==> src/rtl/fifo_wr_arbiter.sv <==
// fifo_wr_arbiter: round-robin arbiter sharing one FIFO write port among NUM_REQ packet sources
module fifo_wr_arbiter #(
  parameter int NUM_REQ = 4,
  parameter int DATA_WIDTH = 8,
  localparam int IW = $clog2(NUM_REQ)
) (
  input  logic                          clk,
  input  logic                          reset,
  input  logic [NUM_REQ-1:0]            req_valid,
  input  logic [NUM_REQ-1:0]            req_last,
  input  logic [NUM_REQ*DATA_WIDTH-1:0] req_data,
  output logic [NUM_REQ-1:0]            req_ready,
  input  logic                          fifo_full,
  output logic                          fifo_wr_en,
  output logic [DATA_WIDTH-1:0]         fifo_wr_data,
  output logic                          grant_valid,
  output logic [IW-1:0]                 grant_id,
  output logic [15:0]                   beat_count
);
  typedef enum logic {IDLE, BURST} state_t;
  state_t r_state, w_next;
  logic [IW-1:0] r_grant_id, r_last_grant, w_winner;
  logic [15:0] r_beat_count;
  logic w_burst, w_accept;
  logic [DATA_WIDTH-1:0] w_beats [NUM_REQ];
  for (genvar g = 0; g < NUM_REQ; g++) begin : g_slice
    assign w_beats[g] = req_data[g*DATA_WIDTH +: DATA_WIDTH];
  end
  // search starts just after the last completed owner, ascending with wrap
  function automatic logic [IW-1:0] rr_pick(input logic [NUM_REQ-1:0] v, input logic [IW-1:0] last);
    logic [IW-1:0] w;
    logic hit;
    w = last;
    hit = 1'b0;
    for (int k = 1; k <= NUM_REQ; k++) begin
      int j;
      j = (int'(last) + k) % NUM_REQ;
      if (!hit && v[j]) begin
        w = IW'(j);
        hit = 1'b1;
      end
    end
    return w;
  endfunction
  assign w_winner = rr_pick(req_valid, r_last_grant);
  assign w_burst = r_state == BURST;
  assign w_accept = w_burst & req_valid[r_grant_id] & ~fifo_full;
  always_ff @(posedge clk) begin
    if (reset) begin
      r_state <= IDLE;
      r_grant_id <= '0;
      r_beat_count <= '0;
      r_last_grant <= IW'(NUM_REQ - 1);
    end else begin
      r_state <= w_next;
      if (!w_burst && |req_valid) begin
        r_grant_id <= w_winner;
        r_beat_count <= '0;
      end
      if (w_accept) begin
        r_beat_count <= r_beat_count + {15'd0, r_beat_count != 16'hFFFF};
        if (req_last[r_grant_id]) r_last_grant <= r_grant_id;
      end
    end
  end
  always_comb begin
    w_next = w_burst ? ((w_accept && req_last[r_grant_id]) ? IDLE : BURST) : ((|req_valid) ? BURST : IDLE);
  end
  // reset gates the strobes combinationally so a cut packet never writes in the reset cycle
  always_comb begin
    fifo_wr_en = w_accept & ~reset;
    req_ready = (w_burst && !fifo_full && !reset) ? NUM_REQ'(1) << r_grant_id : '0;
    fifo_wr_data = w_burst ? w_beats[r_grant_id] : '0;
  end
  assign grant_valid = w_burst;
  assign grant_id = r_grant_id;
  assign beat_count = r_beat_count;
endmodule

==> config.mk <==
export PLATFORM = sky130hd
export DESIGN_NAME = fifo_wr_arbiter
export DESIGN_NICKNAME = d
export VERILOG_FILES = /design/src/rtl/fifo_wr_arbiter.sv
export SDC_FILE = /design/constraint.sdc
export NUM_CORES = 1
export LEC_CHECK = 0
export ABC_AREA = 1
export BUFFER_PORTS_ARGS = -buffer_cell sky130_fd_sc_hd__buf_2
export CORE_AREA = 2 2 64 66
export DETAILED_ROUTE_END_ITERATION = 7
export DIE_AREA = 0 0 66 68
export HOLD_SLACK_MARGIN = 0.12
export PLACE_DENSITY = 0.78
export SETUP_SLACK_MARGIN = 0.15
export SYNTH_ARGS = -nofsm -noshare
export SYNTH_HDL_FRONTEND = slang
export SYNTH_SLANG_ARGS = --single-unit
==> constraint.sdc <==
create_clock -name clk -period 1.9 [get_ports clk]
set_input_delay 0.095 -clock clk [delete_from_list [all_inputs] [get_ports clk]]
set_output_delay 0.095 -clock clk [all_outputs]
set_load 0.005 [all_outputs]
==> results of run 1 <==
repair_timing:
action	in CTS	in global routing
setup buffers	2	5
resized for setup	19	28
pin swaps	11	16
setup endpoints to repair	11	16
endpoints found under the hold margin	0	0
worst max-delay path, cell delays in order, from the launching register on:
cell and delay [ns]:
sky130_fd_sc_hd__dfxtp_2 0.33, sky130_fd_sc_hd__nand2_2 0.08, sky130_fd_sc_hd__inv_2 0.05, sky130_fd_sc_hd__nand3_2 0.08, sky130_fd_sc_hd__nor2_2 0.04, sky130_fd_sc_hd__nand2_2 0.11
sky130_fd_sc_hd__ha_4 0.15, sky130_fd_sc_hd__nand2_4 0.05, sky130_fd_sc_hd__nor2_4 0.11, sky130_fd_sc_hd__nand2_4 0.08, sky130_fd_sc_hd__nor2_4 0.14, sky130_fd_sc_hd__inv_2 0.08
sky130_fd_sc_hd__nor2_2 0.13, sky130_fd_sc_hd__nand3_1 0.10, sky130_fd_sc_hd__nand2_1 0.07, sky130_fd_sc_hd__nor2_1 0.05
power breakdown:
part | total (mW) | internal, mW | switching, mW
Combinational | 0.446 | 0.184 | 0.263
Sequential | 0.482 | 0.453 | 0.0284
Clock | 0.305 | 0.150 | 0.155
area by class of cell:
| type | instances | area share [%] |
|---|---|---|
| timing repair buffer | 103 | 23.0 |
| sequential | 21 | 17.1 |
| tap | 50 | 2.44 |
| clock buffer | 4 | 1.76 |
| inverter | 32 | 4.69 |
| multi-input combinational | 223 | 51.1 |
cell families (layout without fill, tap and decap cells):
group	Yosys count	in the layout	synth area share, %
buffers and inverters	42	139	10.4
AO/OA/AOI/OAI	49	49	19.3
flip-flops	21	21	23.8
AND/OR/NAND/NOR	171	171	44.6
XOR/XNOR	1	1	0.497
adder cells (fa/ha/maj)	2	2	1.42
state kept, by name, summed over array words and instances, names as in the netlist:
name / cells
r_last_grant: 2
grant_id: 2
grant_valid: 1
beat_count: 16
per-layer routing:
layer	GRT usage [%]	wire length (um)	up-vias	share of wire, %
li1	-	-	1157	-
met1	23.9	2260	1063	38
met2	48.1	3140	91	53
met3	3.29	387	9	6.6
met4	6.89	94	0	1.6
met5	0	0	-	0
per-stage QoR:
| stage | util (%) | area, um^2 | power, mW | hold slack, ns |
|---|---|---|---|---|
| 6_report | 66.4 | 2560 | 1.23 | 0.158 |
| 5_1_grt | 66.4 | 2560 | 1.29 | 0.168 |
| 4_1_cts | 62.2 | 2400 | 1.22 | 0.151 |
| 3_5_place_dp | 59.6 | 2300 | 0.915 | 0.441 |
| 3_3_place_gp | 59.6 | 2300 | 0.906 | 0.440 |
| 2_1_floorplan | - | 1760 | 0.760 | 0.303 |
worst paths after layout:
path            startpoint            end  depth (start not counted)
max          beat_count[7]  beat_count[8]                         15
min                  reset  beat_count[0]                          2
max reg2reg  beat_count[7]  beat_count[8]                         15
min reg2reg    grant_valid    grant_valid                          2
layout by cell type, fill, tap and decap left out, types with 2 or more instances in the layout:
cell type | Yosys | final
sky130_fd_sc_hd__dfxtp_1 | 21 | 10
sky130_fd_sc_hd__buf_4 | 0 | 29
sky130_fd_sc_hd__a21oi_2 | 8 | 8
sky130_fd_sc_hd__dfxtp_2 | 0 | 10
sky130_fd_sc_hd__nand3_1 | 42 | 38
sky130_fd_sc_hd__ha_4 | 0 | 2
sky130_fd_sc_hd__nor3_2 | 0 | 2
sky130_fd_sc_hd__nor2_1 | 20 | 16
sky130_fd_sc_hd__clkbuf_8 | 0 | 3
sky130_fd_sc_hd__o22ai_1 | 2 | 2
sky130_fd_sc_hd__nor3_1 | 6 | 4
sky130_fd_sc_hd__nand2_4 | 0 | 4
sky130_fd_sc_hd__o21ai_0 | 7 | 5
sky130_fd_sc_hd__inv_2 | 1 | 3
sky130_fd_sc_hd__nor2_2 | 2 | 3
sky130_fd_sc_hd__inv_1 | 31 | 29
sky130_fd_sc_hd__a21oi_1 | 9 | 9
sky130_fd_sc_hd__nor2_4 | 2 | 5
sky130_fd_sc_hd__o21ai_1 | 4 | 6
sky130_fd_sc_hd__a31oi_1 | 8 | 8
sky130_fd_sc_hd__nand3_2 | 4 | 7
sky130_fd_sc_hd__a22oi_1 | 8 | 8
sky130_fd_sc_hd__nand2_2 | 6 | 9
sky130_fd_sc_hd__buf_2 | 2 | 74
sky130_fd_sc_hd__nand4_1 | 6 | 6
sky130_fd_sc_hd__nand2_1 | 80 | 73
==> impl_summary.txt, run 1 <==
----------------------------------------------------
[Logic synthesis]
  FF+latch count, synth ... 21
  Post-synth EDFFs ... 0
  Dominant cell by count in the synthesized netlist ... sky130_fd_sc_hd__nand2_1
  Yosys top cell area share ... between 20% and 30%
  Count of cell types in the netlist ... 29
  Post-synth net total ... between 300 and 400
  Instance count of the mapped netlist ... 286
  Top cells by area, synth ... sky130_fd_sc_hd__dfxtp_1 24%, sky130_fd_sc_hd__nand2_1 17%, sky130_fd_sc_hd__nand3_1 12%
  Post-synthesis instance area ... approximately 1800 um^2
  Async set-or-reset flop fraction in the synthesized netlist ... 0%
  Share of synthesized area occupied by flip-flops and latches ... 23.8%
  Ys flop type ... sky130_fd_sc_hd__dfxtp_1
  Library cell with the largest summed area after synthesis ... sky130_fd_sc_hd__dfxtp_1
  Leading cell types by count after synthesis ... 80 x sky130_fd_sc_hd__nand2_1, 42 x sky130_fd_sc_hd__nand3_1, 31 x sky130_fd_sc_hd__inv_1
  Syn. warnings ... 0
  Mean instance size in the synthesized netlist ... 6.16 um^2

[Clock network]
  Sinks on Clock Net ... 21
  Clock-pin slew on the worst setup and hold paths ... 0.08 ns
  CTS H-tree lvls ... 1
  Clock tree from TritonCTS ... done
  Total clock buffers created by CTS ... 3
  Number of hold-repair buffers added at the cts stage ... 0
  Worst skew pair latency ... 0.27 ns
  Bufs on Longest Clock Path ... 2
  Clock root buffer ... sky130_fd_sc_hd__clkbuf_8

[Placement]
  Post-detail-place hpwl ... 4180 um
  Final weighted congestion in routability-driven placement ... 0.872
  Setup slack after placement ... 0.0888 ns
  Placed Instances ... between 400 and 500
  Number of port buffers ... 74

[Global routing]
  Wire length of the first global-routing pass ... 8180 um
  Largest net degree at the start of global routing ... 21
  Aggregate global routing overflow ... 0
  Vias in the first global route ... 1945
  Number of antenna violations at the first check in global routing ... 0
  Overall track demand over capacity in global routing ... approximately 23%

[Route]
  Mean routed wirelength per cell ... 13.6 um
  Total iterations of the first detailed-routing run ... 4
  DRC viols ... 0
  Total number of vias ... 2320
  Remaining number of nets flagged by the antenna check after routing ... 0
  Final wirelength ... 5870 um
  DRT iter0 DRCs ... between 100 and 150
  Via-per-instance ratio ... 5.36

[Finish]
  Area of all sequential standard cells ... around 440 um^2
  Non-filler instance count after layout ... 433
  Total number of nets in the final design ... 429
  Total of fill cells in the finished design ... between 300 and 400
  P&R area growth vs syn ... 45.1%
  Fraction of final layout cells with drive strength greater than 1 ... between 40% and 50%
  Area of the multi-input gates ... 1310 um^2
  Number of antenna diodes ... 0

[Worst setup path]
  Crit Path Max Fanout ... 4
  Worst Setup End Kind ... flip-flop
  Startpoint type of the worst setup path ... flip-flop
  Flop-to-flop setup slack ... 0.13 ns
  Classification of the worst setup path ... reg -> reg
  Worst EP arrival ... roughly 1.9 ns
  CP Data Required Time ... 2.07 ns

[STA]
  Maximum clock frequency ... 566 MHz
  Final Slew Violations ... 0
  Finish-stage setup viols ... 0
  Post-layout minimum cycle time ... 1.77 ns
  Max-slew headroom ... 67.0%
  Sum of negative setup slack ... 0 ns
  Tcrit/Tclk final ... 93.0%
  Setup ws final ... 0.134 ns
  RSZ-0062 raised after global routing ... yes
  Clock Skew ... between 0.001 and 0.0015 ns
  Worst Max-Slew Pin Slew ... ~0.5 ns
  Total count of hold-check failures in the final report ... 0

[Floorplanning]
  Total core area ... 3860 um^2
  Number of placement rows ... 23
  Die Height ... 68 um
  Starting Density ... 45.7%
  Floorplan die area ... 4490 um^2
  Top-level port count ... 75
  DIE WIDTH ... around 66 um

[Flow run]
  # Max-Cap Violations ... 0

[Power and ir drop]
  Power per cell area ... 482 nW/um^2
  Worst vdd rail ir drop ... 315 uV
  P_leak ... around 1.2 nW

[Min path]
  Hold crit path type ... in -> reg

[Run status]
  Run status ... complete, no violations

----------------------------------------------------
Note: power is estimated with default switching activity, not from simulation.
==> run 2, diff against run 1 <==
Settings changed: BUFFER_PORTS_ARGS -buffer_cell sky130_fd_sc_hd__buf_2 to default, CORE_AREA 2 2 64 66 to 2 2 59 61, DIE_AREA 0 0 66 68 to 0 0 61 63, DONT_BUFFER_PORTS from default to 1, PLACE_DENSITY 0.78 to 0.71, REMOVE_ABC_BUFFERS from default to 1.
==> run 2 against run 1 <==
Net effect: non-clock buffer count down 64; cell count down 16%; cell area down 15%; largest power group unchanged; critical endpoint is now beat_count[11]; largest cell class unchanged; combinational power down 16%; first-iteration DRC count down 9.8%.
==> impl_summary.txt, run 2 (synthesis gave the netlist of run 1 again) <==
----------------------------------------------------
[Run status]
  Run status ... complete, no violations

[Floorplanning]
  Floorplan die area ... approximately 3800 um^2
  Die Height ... 63 um
  Starting Density ... 54.5%
  DIE WIDTH ... roughly 61 um
  Total core area ... around 3200 um^2
  Top-level port count ... 75
  Number of placement rows ... 21

[Route]
  Total number of vias ... just over 2000
  Remaining number of nets flagged by the antenna check after routing ... 0
  DRT iter0 DRCs ... approximately 100
  Total iterations of the first detailed-routing run ... 4
  Final wirelength ... 5260 um
  Via-per-instance ratio ... 5.59
  Mean routed wirelength per cell ... between 10 and 15 um
  DRC viols ... 0

[Finish]
  Number of flip-flops in the largest register ... 16
  Fraction of final layout cells with drive strength greater than 1 ... 27.0%
  Commonest cells after routing, fill and taps aside ... 76 x sky130_fd_sc_hd__nand2_1, 41 x sky130_fd_sc_hd__nand3_1, 34 x sky130_fd_sc_hd__buf_4, 29 x sky130_fd_sc_hd__inv_1, 18 x sky130_fd_sc_hd__nor2_1
  Number of antenna diodes ... 0
  Most common cell after layout, fill and taps aside ... sky130_fd_sc_hd__nand2_1
  Total number of nets in the final design ... 365
  P&R area growth vs syn ... 23.6%

[Worst setup path]
  CP Data Required Time ... between 2 and 2.5 ns
  Crit Reg-Reg Startpoint ... beat_count[11]
  Crit Path Max Fanout ... 4
  Startpoint type of the worst setup path ... flip-flop
  Worst R2R Path Depth ... 10
  Cells along the critical path ... nand2_1 > nor4_2 > nand2_1 > ha_1 > nand3_1 > inv_1 > nand3_1 > nand2_1 > nand3_2 > a21oi_2
  Worst EP arrival ... between 2 and 2.5 ns
  Maximum cell stage delay along the critical path ... between 0.3 and 0.4 ns
  Reg-to-Reg End ... beat_count[11]
  Classification of the worst setup path ... reg -> reg
  Worst Setup End Kind ... flip-flop
  Flop-to-flop setup slack ... 0.08 ns
  Crit-path most repeated cell ... sky130_fd_sc_hd__nand2_1
  Highest-delay cell along the critical path ... sky130_fd_sc_hd__dfxtp_2

[STA]
  RSZ-0062 raised after global routing ... yes
  Clock Skew ... 0.00284 ns
  Max-slew headroom ... roughly 63%
  Sum of negative setup slack ... 0 ns
  Finish-stage setup viols ... 0
  Setup ws final ... 0.0834 ns
  Worst Max-Slew Pin Slew ... 0.556 ns
  Final Slew Violations ... 0
  Post-layout minimum cycle time ... 1.82 ns
  Total count of hold-check failures in the final report ... 0
  Tcrit/Tclk final ... 95.6%
  Maximum clock frequency ... 550 MHz
  Worst-case hold slack ... approximately 0.18 ns

[Min path]
  Hold path endpoint ... r_last_grant[0]
  Start point of the worst hold path ... req_last[2]
  Hold crit path type ... in -> reg
  Number of instances on the worst hold path ... 4

[Global routing]
  Number of antenna violations at the first check in global routing ... 0
  Wire length of the first global-routing pass ... 7960 um
  Overall track demand over capacity in global routing ... 26.6%
  Largest net degree at the start of global routing ... 20
  Vias in the first global route ... about 1800
  Aggregate global routing overflow ... 0

[Power and ir drop]
  Power per cell area ... 496 nW/um^2
  Power consumption ... ~1.1 mW
  Part of the total power dissipated in the clock network ... around a fifth
  Proportion of power drawn by combinational gates ... 34.5%
  Internal power ... roughly 0.67 mW
  P_sw ... 0.405 mW
  Sw frac ... a little under two fifths
  Worst vdd rail ir drop ... 279 uV
  Sequential fraction of design power ... 44.8%
  P_leak ... 0.916 nW

[Placement]
  Final weighted congestion in routability-driven placement ... 0.837
  Setup slack after placement ... roughly 0.023 ns
  Number of port buffers ... 0
  Post-detail-place hpwl ... 3700 um

[Clock network]
  Clock root buffer ... sky130_fd_sc_hd__clkbuf_4
  Worst skew pair latency ... 0.31 ns
  Sinks on Clock Net ... 21
  Bufs on Longest Clock Path ... 2
  Clock-pin slew on the worst setup and hold paths ... 0.12 ns
  Clock tree from TritonCTS ... done
  Total clock buffers created by CTS ... 3
  CTS H-tree lvls ... 1

[Flow run]
  # Max-Cap Violations ... 0

----------------------------------------------------
==> run 2: area by class of cell <==
cell class              count  area, um^2
clock inverters             1        5.00
clock buffers               3        22.5
fillers                   309        1050
multi-input cells         223        1240
repair buffers             39         307
inverters                  32         120
flip-flops and latches     21         430
well taps                  46        57.6
==> run 2: worst max path at each step <==
stage / from / endpoint / slack [ns] / cells after the start
floorplan: grant_id[0] / grant_valid / 0.11 / 7
global placement: beat_count[3] / beat_count[8] / 0.09 / 14
detailed placement: beat_count[3] / beat_count[12] / 0.02 / 12
CTS: beat_count[6] / beat_count[14] / 0.13 / 15
global route: beat_count[11] / beat_count[11] / -0.02 / 10
finish: beat_count[11] / beat_count[11] / 0.08 / 10
==> run 2: power by group through the flow <==
stage,sequential [mW],combinational [mW],clock [mW]
2_1_floorplan,0.496,0.238,0
3_3_place_gp,0.491,0.338,0
3_5_place_dp,0.492,0.344,0
4_1_cts,0.483,0.366,0.232
5_1_grt,0.487,0.414,0.249
6_report,0.484,0.373,0.223
==> run 2: repair_timing <==
action,in CTS,in global routing
endpoints found under the setup margin,8,14
buffers inserted,6,3
gates resized for setup,18,11
pin swaps,12,7
hold buffers,4,0
endpoints found under the hold margin,12,0
==> run 2: metal layers <==
layer	global-route usage, %	wire [um]	vias up
met3	3.93	337	19
met4	10.6	179	0
li1	-	-	1035
met2	47.6	2670	83
met1	30.2	2080	905
met5	0	0	-
==> run 2: critical path, delay by kind of cell (launching register included) <==
kind	cells	cell delay, ns
AO/OA/AOI/OAI	1	0.05
flip-flops	1	0.35
AND/OR/NAND/NOR	7	0.94
buffers and inverters	1	0.11
adder cells (fa/ha/maj)	1	0.24
==> run 2: per-stage QoR <==
step,area [um^2],instances,util [%]
2_1_floorplan,1700,276,-
3_3_place_gp,1950,348,60.4
3_5_place_dp,1950,348,60.4
4_1_cts,2110,362,65.2
5_1_grt,2180,365,67.4
6_report,2180,365,67.4
